File: src/rtl/usb_rx_pkg.sv
// Shared types and constants for the USB receive path.
package usb_rx_pkg;

    typedef enum logic [1:0] {HUNT, STRIP, ERROR} unstuff_state_t;

    localparam int USB_STUFF_RUN = 6;

endpackage

File: src/rtl/bit_unstuffer_ones_run_counter.sv
// Saturating run counter; at_max reports that the post-update value equals MAX.
module ones_run_counter #(
    parameter int MAX = 6,
    parameter int W   = 4
) (
    input  logic         clk,
    input  logic         rst,
    input  logic         clear,
    input  logic         count_enable,
    output logic [W-1:0] count,
    output logic         at_max
);

    logic [W-1:0] next_count;

    always_comb begin
        // NOTE: every always_comb output gets a default first so no path can infer a latch.
        next_count = count;
        if (clear)
            next_count = '0;
        else if (count_enable && count != W'(MAX))
            next_count = count + 1'b1;
        at_max = (next_count == W'(MAX));
    end

    always_ff @(posedge clk) begin
        // NOTE: sequential state uses non-blocking assignments so all registers update together.
        if (rst)
            count <= '0;
        else
            count <= next_count;
    end

endmodule

File: src/rtl/bit_unstuffer.sv
// USB RX bit destuffer: forwards data bits, drops the zero stuffed after each run of ones.
module bit_unstuffer
    import usb_rx_pkg::*;
#(
    parameter int RUN_LEN = USB_STUFF_RUN,
    parameter int CNT_W   = 4
) (
    input  logic             clk,
    input  logic             rst,
    input  logic             sync_clear,
    input  logic             serial_in,
    input  logic             shift_enable,
    output logic             d_orig,
    output logic             shift_enable_out,
    output logic             stuff_detect,
    output logic             stuff_error,
    output logic [CNT_W-1:0] ones_count
);

    unstuff_state_t state, next_state;
    logic cnt_clr, cnt_en, cnt_at_max;
    logic d_next, seo_next, sd_next, err_next;

    // Counter controls depend only on state and inputs, keeping at_max free of feedback.
    always_comb begin
        cnt_clr = sync_clear;
        cnt_en  = 1'b0;
        if (!sync_clear && shift_enable) begin
            unique case (state)
                HUNT: begin
                    cnt_en  = serial_in;
                    cnt_clr = !serial_in;
                end
                STRIP:   cnt_clr = !serial_in;
                default: ;
            endcase
        end
    end

    ones_run_counter #(.MAX(RUN_LEN), .W(CNT_W)) u_counter (
        .clk          (clk),
        .rst          (rst),
        .clear        (cnt_clr),
        .count_enable (cnt_en),
        .count        (ones_count),
        .at_max       (cnt_at_max)
    );

    always_comb begin
        next_state = state;
        d_next     = d_orig;
        seo_next   = 1'b0;
        sd_next    = 1'b0;
        err_next   = stuff_error;
        if (sync_clear) begin
            next_state = HUNT;
            d_next     = 1'b0;
            err_next   = 1'b0;
        end else if (shift_enable) begin
            unique case (state)
                HUNT: begin
                    seo_next = 1'b1;
                    d_next   = serial_in;
                    if (serial_in && cnt_at_max)
                        next_state = STRIP;
                end
                STRIP: begin
                    if (serial_in) begin
                        err_next   = 1'b1;
                        next_state = ERROR;
                    end else begin
                        sd_next    = 1'b1;
                        next_state = HUNT;
                    end
                end
                ERROR:   ;
                default: next_state = HUNT;
            endcase
        end
    end

    always_ff @(posedge clk) begin
        if (rst) begin
            state            <= HUNT;
            d_orig           <= 1'b0;
            shift_enable_out <= 1'b0;
            stuff_detect     <= 1'b0;
            stuff_error      <= 1'b0;
        end else begin
            state            <= next_state;
            d_orig           <= d_next;
            shift_enable_out <= seo_next;
            stuff_detect     <= sd_next;
            stuff_error      <= err_next;
        end
    end

endmodule

File: config.mk
export PLATFORM = sky130hd
export DESIGN_NAME = bit_unstuffer
export DESIGN_NICKNAME = d
export VERILOG_FILES = /design/src/rtl/usb_rx_pkg.sv /design/src/rtl/bit_unstuffer_ones_run_counter.sv /design/src/rtl/bit_unstuffer.sv
export SDC_FILE = /design/constraint.sdc
export NUM_CORES = 1
export LEC_CHECK = 0
export ABC_AREA = 1
export CAP_MARGIN = 0
export CORE_AREA = 2 2 39 41
export CTS_CLUSTER_SIZE = 14
export DETAILED_ROUTE_END_ITERATION = 6
export DIE_AREA = 0 0 41 43
export PLACE_DENSITY_LB_ADDON = 0.08
export SYNTH_ARGS = -nofsm -noshare
export SYNTH_HDL_FRONTEND = slang
export SYNTH_SLANG_ARGS = --single-unit
File: constraint.sdc
create_clock -name clk -period 1.26 [get_ports clk]
set_input_delay 0.126 -clock clk [delete_from_list [all_inputs] [get_ports clk]]
set_output_delay 0.126 -clock clk [all_outputs]
set_load 0.01 [all_outputs]
==> impl_metrics.csv, run 1 <==
group,metric,value,unit
logic_synthesis,syn_area,509,sq um
detailed_routing,drt.antenna.violating_nets,0,
finish,antenna_cells,0,
detailed_routing,viasPerCell,4.69,
floorplan,die_height,43,microns
critical_path,critPathArrivalTime,1.45,ns
logic_synthesis,ys_warn_count,0,
grt,antenna_found_initial,0,
clock_tree,cts-root-buf,"clkbuf_4",
timing,rsz0062_at_grt,"true",
clock_tree,cts.clk_slew.worst_paths,0.07,ns
grt,grt_pass1_wl,1.71,mm
finish,fillCellCount,137,
run,maxCapViolCount,0,
power,pwr-share-clk,40.9,%
critical_path,cp_cell_sequence,"inv_2 > nand2_1 > nor2_4 > nand2_4 > nand2_2 > nand3_2 > nor2_2 > nand3_1 > a21oi_1",
floorplan,die_w,41,microns
grt,met1_usage,15.5,%
floorplan,rows,14,
placement,placed_cells,109,
critical_path,ff2ff_path_depth,9,
timing,hold_viol_final,0,
power,p_comb_share,13.4,%
critical_path,crit_family,"simple AND/OR/NAND/NOR gates",
placement,place_congestion,0.698,
logic_synthesis,yosys_register_bits,10,
power,power_switching,0.000165,W
critical_path,cp_max_fo,6,
critical_path,cp-start-kind,"register",
detailed_routing,dr.pass1.iters,4,
timing,finalCriticalPeriod,1.26,ns
timing,clock.fmax,793,MHz
clock_tree,cts_sinks,10,
power,seqPwrFrac,45.6,%
critical_path,slowest_stage,"dfxtp_2",
clock_tree,cts_made_buffers,3,
grt,grt-busiest-layer,"met2",
finish,fin_cells,116,
floorplan,initial_core_util,36.8,%
critical_path,required,1.45,ns
power,netSwitchingFraction,23.4,%
detailed_routing,drtIter0Drc,5,
finish,layout.nets,108,
clock_tree,clock_latency,0.26,ns
hold_path,hp-class,"in2reg",
timing,finalCritPeriodShare,100,%
critical_path,path_buf_inv,1,
logic_synthesis,synthCells,70,
timing,slew_headroom,81.1,%
detailed_routing,routed-via-count,544,
finish,area_growth,67.6,%
power,power_density,829,nW/um^2
power,ir_worst_vdd,652,uV
critical_path,cp_slowest_stage_delay,0.34,ns
grt,gr-total-overflow,0,
timing,finalClockSkew,0.00207,ns
floorplan,dieArea,1760,sq um
logic_synthesis,syn_nets,77,
status,outcome,"complete, but fails checks",
critical_path,cp-end-kind,"register",
finish,drive_gt1_share,39.0,%
logic_synthesis,ys_seq_area_share,39.3,%
grt,grt_pass1_vias,472,
power,p_leak,0.453,nW
clock_tree,cts_tree,"done",
critical_path,path_depth,9,
timing,fin_hold_ws,0.249,ns
logic_synthesis,syn_area_per_cell,7.27,sq um
power,power,0.000707,W
grt,use_met2,24.1,%
detailed_routing,wl_per_cell,10.4,microns
grt,grt_max_degree,7,
detailed_routing,drt_wl_total,1.21,mm
placement,place.detailed.hpwl,853,microns
logic_synthesis,synth_cell_type_count,18,
floorplan,ios,13,
detailed_routing,drc,0,
grt,grt.total_usage,14.7,%
timing,finalWorstSetupSlack,-0.00183,ns
status,violations,"negative setup slack",
critical_path,path_class,"reg2reg",
grt,grt_use_met3,3.14,%
floorplan,core,1380,sq um
placement,io_buffers,12,
power,intPower,0.000542,W
hold_path,hold_depth,2,
timing,worst_pin_slew,0.283,ns
timing,setup_viol,1,
clock_tree,cts-htree-levels,1,
clock_tree,hold_buffers,0,
clock_tree,max-clock-path-buffers,2,
timing,drv_slew,0,
registers in the layout, summed over array words and instances (netlist names):
| name | flops |
|---|---|
| stuff_detect | 1 |
| shift_enable_out | 1 |
| state | 2 |
| u_counter.count | 4 |
| stuff_error | 1 |
| d_orig | 1 |
Yosys cell counts, drive strengths merged:
| master | count | area, sq um |
|---|---|---|
| nand2 | 13 | 58.8 |
| nor3 | 1 | 5.00 |
| xor2 | 2 | 17.5 |
| dfxtp | 10 | 200 |
| ha | 2 | 25.0 |
| a21oi | 4 | 23.8 |
| nor2 | 15 | 63.8 |
| nand3 | 9 | 55.1 |
| inv | 10 | 37.5 |
| o21a | 1 | 7.51 |
| o21ai | 3 | 15.0 |
metal layers:
| metal | routed length (microns) | vias to the layer above |
|---|---|---|
| met1 | 473 | 249 |
| li1 | - | 280 |
| met4 | 31 | 0 |
| met3 | 38 | 4 |
| met2 | 665 | 11 |
| met5 | 0 | - |
cell families (layout without fill, tap and decap cells):
| kind of cell | Yosys count | after routing | synth area share [%] |
|---|---|---|---|
| compound gates | 8 | 8 | 9.09 |
| xor+xnor | 2 | 2 | 3.44 |
| fa+ha+maj | 2 | 2 | 4.91 |
| buf+inv | 10 | 40 | 7.37 |
| flops | 10 | 10 | 39.3 |
| simple gates | 38 | 38 | 35.9 |
worst paths after layout:
path / start / end / slack, ns
setup / recovery: state[0]$_SDFFE_PP0P_ / state[0]$_SDFFE_PP0P_ / -0.002
hold / removal: serial_in / stuff_detect$_SDFF_PP0_ / 0.25
setup reg to reg: state[0]$_SDFFE_PP0P_ / state[0]$_SDFFE_PP0P_ / -0.002
hold reg to reg: d_orig$_SDFFE_PP0P_ / d_orig$_SDFFE_PP0P_ / 0.46
placed cells by master, fill, tap and decap left out, drive strengths merged:
cell type,n
nor2,15
buf,14
nand2,13
inv,10
dfxtp,10
nand3,9
dlygate4sd2,7
a21oi,4
clkbuf,4
dlymetal6s2s,3
o21ai,3
ha,2
clkdlybuf4s50,2
xor2,2
o21a,1
nor3,1
power by group through the flow:
stage	clock network (W)	logic, W	registers (W)
detailed placement	0	0.0000869	0.000330
global route	0.000311	0.000104	0.000323
global placement	0	0.0000861	0.000330
CTS	0.000297	0.0000866	0.000322
finish	0.000290	0.0000951	0.000323
floorplan	0	0.0000362	0.000332
worst reg2reg max path, delay by kind of cell (launching register included):
family | cells | cell delay (ns)
DFF | 1 | 0.34
and+or+nand+nor | 7 | 0.68
buffers and inverters | 1 | 0.05
AOI/OAI and AO/OA | 1 | 0.12
area by class of cell:
type	instances	area, sq um	area share, %
multi-input combinational	50	330	38.7
clock buffer	4	36.3	4.25
inverter	10	37.5	4.40
timing repair buffer	26	224	26.2
tap	16	20.0	2.35
sequential	10	205	24.0
per-stage QoR:
stage	util, %	setup TNS (ns)	setup WS, ns	instance area (sq um)
after detailed placement	53.2	-0.941	-0.297	736
after global placement	53.2	-0.810	-0.239	736
final	61.7	-0.00183	-0.00183	853
after global routing	61.7	-0.150	-0.102	853
after floorplan	-	0	0.00842	513
after CTS	57.0	-0.0199	-0.0199	788
what timing repair did:
action / in CTS / in global routing
setup endpoints to repair: 6 / 4
setup buffers: 1 / 2
hold endpoints to repair: 0 / 0
resized for setup: 15 / 11
pin swaps: 9 / 9
Note: power is estimated with default switching activity, not from simulation.
==> inputs of run 2 (changes only) <==
--- a/config.mk
+++ b/config.mk
@@ -11,6 +11,7 @@
 export CTS_CLUSTER_SIZE = 14
 export DETAILED_ROUTE_END_ITERATION = 6
 export DIE_AREA = 0 0 41 43
+export DONT_BUFFER_PORTS = 1
 export PLACE_DENSITY_LB_ADDON = 0.08
 export SYNTH_ARGS = -nofsm -noshare
 export SYNTH_HDL_FRONTEND = slang
==> run 2 against run 1 <==
  * The flow still finishes with violations (negative setup slack)
  * Maximum frequency hardly changed
  * Worst hold slack worse by 0.23 ns
  * Clock power hardly changed
  * First-iteration DRC count is 20% higher
  * Total power is 3.9% lower
  * Die area stayed put
  * Critical path depth stayed put
  * Sequential power hardly changed
  * Critical endpoint unchanged
==> impl_metrics.csv, run 2 (synthesis results as in run 1) <==
group,metric,value,unit
grt,grt_pass1_vias,462,
placement,place_congestion,0.669,
hold_path,hold_start,"shift_enable",
finish,antenna_cells,0,
grt,gr-total-overflow,0,
grt,grt-busiest-layer,"met2",
hold_path,hold_depth,2,
power,ir_worst_vdd,663,uV
floorplan,die_height,43,microns
grt,grt_max_degree,7,
placement,place.detailed.hpwl,848,microns
power,seqPwrFrac,47.6,%
status,violations,"negative setup slack",
grt,grt_use_met3,4.19,%
critical_path,cp_max_fo,6,
finish,postLayoutCoreUtil,51.4,%
detailed_routing,drt_wl_total,1.09,mm
critical_path,cp-start-kind,"register",
grt,grt_pass1_wl,1.80,mm
power,power_switching,0.000157,W
finish,top_register,"u_counter.count",
detailed_routing,drt.antenna.violating_nets,0,
hold_path,hp-class,"in2reg",
critical_path,slowest_stage,"dfxtp_2",
critical_path,cp_slowest_stage_delay,0.33,ns
critical_path,r2r-end,"state[0]$_SDFFE_PP0P_",
clock_tree,max-clock-path-buffers,2,
grt,grt.total_usage,15.6,%
timing,setup_viol,1,
power,p_leak,0.324,nW
clock_tree,cts-htree-levels,1,
detailed_routing,routed-via-count,479,
power,pwr-share-clk,43.2,%
power,p_comb_share,9.3,%
critical_path,path_class,"reg2reg",
clock_tree,cts-root-buf,"clkbuf_4",
timing,fin_setup_tns,-0.00196,ns
critical_path,r2r-start,"state[1]$_SDFFE_PP0P_",
detailed_routing,wl_per_cell,10.6,microns
placement,io_buffers,0,
critical_path,required,1.46,ns
finish,fillCellCount,138,
detailed_routing,dr.pass1.iters,3,
timing,fin_hold_ws,0.0203,ns
status,outcome,"complete, but fails checks",
critical_path,path_buf_inv,1,
clock_tree,clock_latency,0.27,ns
critical_path,cp-end-kind,"register",
critical_path,crit_family,"simple AND/OR/NAND/NOR gates",
power,netSwitchingFraction,23.1,%
power,power_density,957,nW/um^2
critical_path,ff2ff_path_depth,9,
floorplan,core,1380,sq um
timing,finalCriticalPeriod,1.26,ns
timing,hold_viol_final,0,
power,power,0.000680,W
timing,clock.fmax,792,MHz
floorplan,ios,13,
timing,worst_pin_slew,0.277,ns
floorplan,initial_core_util,36.8,%
grt,use_met2,22.8,%
floorplan,rows,14,
detailed_routing,drc,0,
finish,layout.nets,95,
grt,antenna_found_initial,0,
timing,slew_headroom,81.5,%
finish,mostFrequentLayoutCells,"nor2_1, buf_4, inv_1, nand2_1",
finish,drive_gt1_share,39.1,%
timing,finalWorstSetupSlack,-0.00196,ns
detailed_routing,viasPerCell,4.65,
hold_path,worstHoldEndpoint,"d_orig$_SDFFE_PP0P_",
timing,finalCritPeriodShare,100,%
run,maxCapViolCount,0,
finish,final_common_cell,"nor2_1",
timing,rsz0062_at_grt,"true",
timing,drv_slew,0,
power,intPower,0.000523,W
critical_path,critPathArrivalTime,1.47,ns
finish,largest_reg_flops,4,
clock_tree,cts_tree,"done",
finish,reg_top3,"u_counter.count x4, state x2",
critical_path,cp_cell_sequence,"inv_2 > nand3_4 > nor2_4 > nand2_4 > nand2_2 > nand3_2 > nor2_2 > nand3_1 > a21oi_1",
clock_tree,cts.clk_slew.worst_paths,0.07,ns
clock_tree,cts_made_buffers,3,
grt,met1_usage,17.3,%
floorplan,die_w,41,microns
floorplan,dieArea,1760,sq um
clock_tree,cts_sinks,10,
timing,finalClockSkew,0.00117,ns
finish,area_growth,39.6,%
detailed_routing,drtIter0Drc,6,
critical_path,reg2reg_slack,-0.002,ns
run 2: cell types whose count changed in the layout (fill, tap and decap cells not counted), moves of 2 or more:
cell	before	now
dlymetal6s2s_1	3	0
dlygate4sd3_1	0	2
clkdlybuf4s50_1	2	0
buf_4	14	11
dlygate4sd2_1	7	0
ha_4	2	0
ha_2	0	2
run 2: how the worst max path moves through the flow:
stage / slack, ns / cells after the start / endpoint / from
after floorplan: 0.008 / 8 / state[0]$_SDFFE_PP0P_ / u_counter.count[0]$_SDFF_PP0_
after global placement: 0.01 / 7 / state[0]$_SDFFE_PP0P_ / u_counter.count[0]$_SDFF_PP0_
after detailed placement: -0.006 / 7 / state[0]$_SDFFE_PP0P_ / u_counter.count[0]$_SDFF_PP0_
after CTS: 0.005 / 9 / state[0]$_SDFFE_PP0P_ / u_counter.count[0]$_SDFF_PP0_
after global routing: -0.13 / 9 / state[0]$_SDFFE_PP0P_ / state[1]$_SDFFE_PP0P_
final: -0.002 / 9 / state[0]$_SDFFE_PP0P_ / state[1]$_SDFFE_PP0P_
run 2: routing by layer:
metal	part of all wire, %	vias up
li1	-	255
met1	40	213
met2	53	9
met3	4.0	2
met4	1.9	0
met5	0	-
run 2: area by class of cell:
type | count | area, sq um | share of cell area (%)
Multi-Input combinational cell | 50 | 310 | 43.7
Sequential cell | 10 | 204 | 28.7
Timing Repair Buffer | 13 | 103 | 14.4
Inverter | 10 | 37.5 | 5.28
Clock buffer | 4 | 36.3 | 5.11
Tap cell | 16 | 20.0 | 2.82
run 2: repair_timing:
item / 4_1_cts / 5_1_grt
setup endpoints to repair: 1 / 2
resized for setup: 2 / 10
cloned: 0 / 0
hold buffers: 2 / 0
pin swaps: 3 / 7
endpoints found under the hold margin: 5 / 0
buffers inserted: 0 / 2
run 2: power groups by stage:
stage	logic [W]	clock network, W	registers (W)
final	0.0000629	0.000293	0.000323
after global routing	0.0000719	0.000310	0.000324
after CTS	0.0000578	0.000294	0.000324
after detailed placement	0.0000503	0	0.000331
after global placement	0.0000499	0	0.000331
after floorplan	0.0000362	0	0.000332
run 2: stage by stage:
stage               setup slack [ns]  std cells  instance area [sq um]
detailed placement          -0.00569         95                    601
floorplan                    0.00842         70                    513
CTS                          0.00455        101                    662
finish                      -0.00196        103                    711
global placement              0.0130         95                    601
global route                  -0.130        103                    711
